<file path="src/rtl/montador_entrada.sv">
// Serial-to-parallel word assembler with valid/ready hold, idle timeout and optional parity.
// Optional feature: define MONTADOR_PARIDADE_EN to expect an even-parity 9th bit per word.
module montador_entrada #(
  parameter int unsigned TIMEOUT = 15
) (
  input  logic i_clk,
  input  logic i_reset,
  input  logic i_serial_in,
  input  logic i_serial_valid,
  input  logic i_pronto,
  output logic o_b8,
  output logic o_b7,
  output logic o_b6,
  output logic o_b5,
  output logic o_b4,
  output logic o_b3,
  output logic o_b2,
  output logic o_b1,
  output logic o_palavra_valida,
  output logic o_ocupado,
  output logic o_erro
);

  localparam int unsigned W_WORD = 8;
  localparam int unsigned W_CNT  = 4;
  localparam int unsigned W_IDLE = 8;

  typedef enum logic [1:0] {
    OCIOSO     = 2'd0,
    RECEBENDO  = 2'd1,
    AGUARDANDO = 2'd2
  } state_t;

  state_t              r_state;
  logic [W_WORD-1:0]   r_sr;
  logic [W_WORD-1:0]   r_word;
  logic [W_CNT-1:0]    r_cnt;
  logic [W_IDLE-1:0]   r_idle;
  logic                r_pv;
  logic                r_ocupado;
  logic                r_erro;
  logic [W_WORD-1:0]   w_sr_next;

  assign w_sr_next = {r_sr[W_WORD-2:0], i_serial_in};

  always_ff @(posedge i_clk) begin
    if (i_reset) begin
      r_state   <= OCIOSO;
      r_sr      <= '0;
      r_word    <= '0;
      r_cnt     <= '0;
      r_idle    <= '0;
      r_pv      <= 1'b0;
      r_ocupado <= 1'b0;
      r_erro    <= 1'b0;
    end else begin
      r_erro <= 1'b0;
      case (r_state)
        OCIOSO: begin
          if (i_serial_valid) begin
            r_sr    <= w_sr_next;
            r_cnt   <= W_CNT'(1);
            r_idle  <= '0;
            r_state <= RECEBENDO;
          end
        end

        RECEBENDO: begin
          if (i_serial_valid) begin
            r_idle <= '0;
`ifdef MONTADOR_PARIDADE_EN
            // 9th bit is parity: data is already complete in r_sr
            if (r_cnt == W_CNT'(8)) begin
              r_cnt <= '0;
              if ((^{r_sr, i_serial_in}) == 1'b0) begin
                r_word    <= r_sr;
                r_pv      <= 1'b1;
                r_ocupado <= 1'b1;
                r_state   <= AGUARDANDO;
              end else begin
                r_sr    <= '0;
                r_erro  <= 1'b1;
                r_state <= OCIOSO;
              end
            end else begin
              r_sr  <= w_sr_next;
              r_cnt <= r_cnt + W_CNT'(1);
            end
`else
            r_sr <= w_sr_next;
            if (r_cnt == W_CNT'(7)) begin
              r_word    <= w_sr_next;
              r_cnt     <= '0;
              r_pv      <= 1'b1;
              r_ocupado <= 1'b1;
              r_state   <= AGUARDANDO;
            end else begin
              r_cnt <= r_cnt + W_CNT'(1);
            end
`endif
          end else if (r_idle == W_IDLE'(TIMEOUT - 1)) begin
            // abort lands on the TIMEOUT-th idle edge
            r_idle  <= '0;
            r_cnt   <= '0;
            r_sr    <= '0;
            r_erro  <= 1'b1;
            r_state <= OCIOSO;
          end else begin
            r_idle <= r_idle + W_IDLE'(1);
          end
        end

        AGUARDANDO: begin
          if (i_pronto) begin
            r_pv      <= 1'b0;
            r_ocupado <= 1'b0;
            r_state   <= OCIOSO;
          end
        end

        default: r_state <= OCIOSO;
      endcase
    end
  end

  assign {o_b8, o_b7, o_b6, o_b5, o_b4, o_b3, o_b2, o_b1} = r_word;
  assign o_palavra_valida = r_pv;
  assign o_ocupado        = r_ocupado;
  assign o_erro           = r_erro;

endmodule

</file>
<file path="config.mk">
export PLATFORM = sky130hd
export DESIGN_NAME = montador_entrada
export DESIGN_NICKNAME = d
export VERILOG_FILES = /design/src/rtl/montador_entrada.sv
export SDC_FILE = /design/constraint.sdc
export NUM_CORES = 1
export LEC_CHECK = 0
export BUFFER_PORTS_ARGS = -buffer_cell sky130_fd_sc_hd__buf_2
export CORE_MARGIN = 1.5
export CORE_UTILIZATION = 55
export CTS_CLUSTER_DIAMETER = 60
export DETAILED_ROUTE_END_ITERATION = 8
export PLACE_DENSITY = 0.76
export REMOVE_ABC_BUFFERS = 1
export SLEW_MARGIN = 20
export SYNTH_ARGS = -nofsm -noshare
export SYNTH_HDL_FRONTEND = slang
export SYNTH_SLANG_ARGS = --single-unit
</file>
<file path="constraint.sdc">
create_clock -name i_clk -period 3.8 [get_ports i_clk]
set_input_delay 0.38 -clock i_clk [delete_from_list [all_inputs] [get_ports i_clk]]
set_output_delay 0.38 -clock i_clk [all_outputs]
set_load 0.02 [all_outputs]
</file>
==> impl_metrics.csv <==
group,metric,value,unit
status,status,"complete, no violations",
place,routabilityCongestion,0.7900,
hold_path,min-delay-path-class,"input pin to flop",
floorplanning,chipWidth,52.71,um
routing,drt-wirelength-per-cell,13.28,um
yosys,netlist_area,1359,um^2
routing,drcViolationCount,0,
grt,grt_first_pass_wirelength,4084,um
floorplanning,placementRows,17,
yosys,dominant_combinational_cell_family_by_area_after_synthesis,"simple AND/OR/NAND/NOR gates",
yosys,synthMuxAreaShare,5.893,%
setup_path,worst_r2r_path_depth,5,
sta,worst_pin_slew,0.7080,ns
sta,clock_skew,0.01457,ns
floorplanning,io_pins,16,
layout,final_common_cell,"dfxtp_1",
floorplanning,dieArea,2778,um^2
layout,core_utilization_of_the_finished_layout,66.52,%
grt,grt_usage,21.19,%
sta,grt_setup_unrepaired,"no",
hold_path,hold_path_depth,2,
yosys,synth-warning-count,0,
cts,clockRootBuffer,"clkbuf_4",
sta,timing.slew.headroom,52.44,%
grt,grt_antenna_before_repair,0,
yosys,synth_adder_area_share,2.762,%
yosys,syn_avg_cell_area,9.776,um^2
cts,cts_htree_levels,2,
flow_run,max_cap_violations,0,
power_and_ir_drop,total_power,0.6358,mW
yosys,synth-edff-count,0,
sta,period_share,47.64,%
power_and_ir_drop,p_leak,0.6145,nW
yosys,ys_ff_latch,31,
cts,cts-resized-gates,0,
place,port_buffers,15,
yosys,synth-compound-area-share,18.97,%
setup_path,cp_data_required_time,4.01,ns
sta,timing.final.setup_violations,0,
cts,cts_tree,"yes",
routing,drt_pre_antenna_iters,4,
sta,timing.final.hold_violations,0,
layout,ant_cells,0,
layout,share_of_final_layout_standard_cells_stronger_than_drive_strength_1,20.00,%
hold_path,worst_hold_path.endpoint,"o_ocupado",
sta,pins_over_their_slew_limit,0,
cts,path_clk_slew,0.11,ns
floorplanning,die_height,52.71,um
grt,grt_start_max_net_pins,20,
power_and_ir_drop,power_density,420.0,nW/um^2
yosys,seq_area_frac_synth,45.67,%
floorplanning,core,2276,um^2
sta,max_freq,0.5524,GHz
yosys,yosysUniqueCellTypes,43,
cts,worst_skew_pair.late_latency,0.34,ns
cts,cts_hold_buffers,0,
routing,wl,2430,um
place,dp_wirelength,1625,um
floorplanning,floorplan.initialDensity,59.70,%
setup_path,arrival,2.02,ns
yosys,synth_xor_area_share,2.578,%
sta,fin_crit,1.810,ns
setup_path,timing.critical_path.fanout_max,10,
layout,num-nets-final,162,
yosys,synthFlopType,"dfxtp_1",
setup_path,timing.critical_path.to_type,"flop",
cts,cts.repair_timing.setup_buffer_count,0,
setup_path,crit-reg2reg-capture,"r_word[2]",
sta,totalNegativeSetupSlack,0,ns
yosys,yosysTopAreaCellShare,45.67,%
routing,viasPerCell,5.732,
place,preCtsSetupSlack,2.063,ns
setup_path,crit_type,"flop to flop",
setup_path,r2r_slack,1.99,ns
layout,final_cell_mix,"dfxtp_1, nor2_1, buf_2, mux2i_1, a22o_1",
layout,areaGrowthSynthToFinish,11.42,%
cts,cts.sink_count,31,
power_and_ir_drop,ir_drop,0.3736,mV
grt,grt_pass1_vias,928,
grt,grt-ovfl-total,0,
cts,cts-root-to-sink-buffers,2,
yosys,postSynthCellCount,139,
routing,routed-via-count,1049,
yosys,synth.area.top_cells,"dfxtp_1, mux2i_1, nor2_1",
routing,post_route_antenna_net_violation_count,0,
cts,cts-buffers-inserted,5,
routing,drt_iter0_markers,12,
yosys,synth_top_area_cell,"dfxtp_1",
yosys,fraction_of_synthesis_flops_using_an_asynchronous_set_or_reset_pin,0,%
hold_path,timing.hold.worst.start,"i_pronto",
setup_path,critPathLaunchType,"flop",
setup_path,crit-reg2reg-launch,"r_cnt[0]",
yosys,synth_simple_gate_area_share,19.71,%
sta,postLayoutSetupSlackWorst,1.990,ns
==> power breakdown <==
group,internal (mW),switching (mW),leakage (nW)
Combinational,0.0116,0.0185,0.315
Clock,0.155,0.116,0.0482
Sequential,0.329,0.00546,0.251
Total,0.496,0.140,0.615
==> synth_stat cells (all sizes together), types with 2 or more instances <==
cell,count
nand2,6
ha,3
clkbuf,2
dfxtp,31
o211ai,2
nand3,2
a21oi,4
nor2,17
a22o,7
xor2,3
and2b,2
o21a,2
mux2i,8
o21ai,5
inv,5
nand2b,2
buf,5
nor3,3
a31oi,5
and3,5
nor4,2
==> logic make-up after synthesis <==
family	after synthesis
AO/OA/AOI/OAI	35
XOR/XNOR	4
adder cells (fa/ha/maj)	3
buffers and inverters	12
flip-flops	31
multiplexers	8
AND/OR/NAND/NOR	46
==> per-layer routing <==
layer | wire, um | global-route usage [%] | up-vias
met3 | 166 | 10.57 | 5
met1 | 1205 | 28.21 | 481
li1 | - | - | 535
met4 | 40 | 8.974 | 0
met2 | 1018 | 28.54 | 28
met5 | 0 | 0 | -
==> layout make-up <==
class                           instances  area (um^2)
Clock buffer                            6        51.30
Clock inverter                          2        35.03
Fill cell                             189        762.0
Inverter                                5        18.77
Multi-Input combinational cell         96        678.2
Sequential cell                        31        620.6
Tap cell                               28        35.03
Timing Repair Buffer                   15        75.07
==> sequential cells by signal, summed over array words and instances (netlist names) <==
name	count
o_erro	1
r_state	2
r_cnt	4
r_word	8
o_ocupado	1
r_idle	8
r_sr	7
==> worst max-delay path by stage <==
stage	from	end	slack, ns	depth (start not counted)
CTS	r_cnt[0]	r_word[2]	2.02	5
global route	r_cnt[1]	r_word[3]	1.85	5
floorplan	r_cnt[0]	r_word[0]	2.27	5
finish	r_cnt[0]	r_word[2]	1.99	5
global placement	r_cnt[0]	r_word[1]	2.13	5
detailed placement	r_cnt[0]	r_word[2]	2.06	5
==> worst max-delay path, cell delays in order, from the launching register on <==
cell and delay [ns]:
dfxtp_1 0.41, ha_1 0.23, and3b_1 0.23, and3_1 0.51, mux2i_1 0.25, nor2_1 0.06
==> through the flow <==
stage               cells  hold slack (ns)  area, um^2
floorplan             132           0.4490        1318
global placement      175           0.4684        1428
detailed placement    175           0.4777        1428
CTS                   183           0.2426        1514
global route          183           0.2219        1514
finish                183           0.2418        1514
Note: power is estimated with default switching activity, not from simulation.
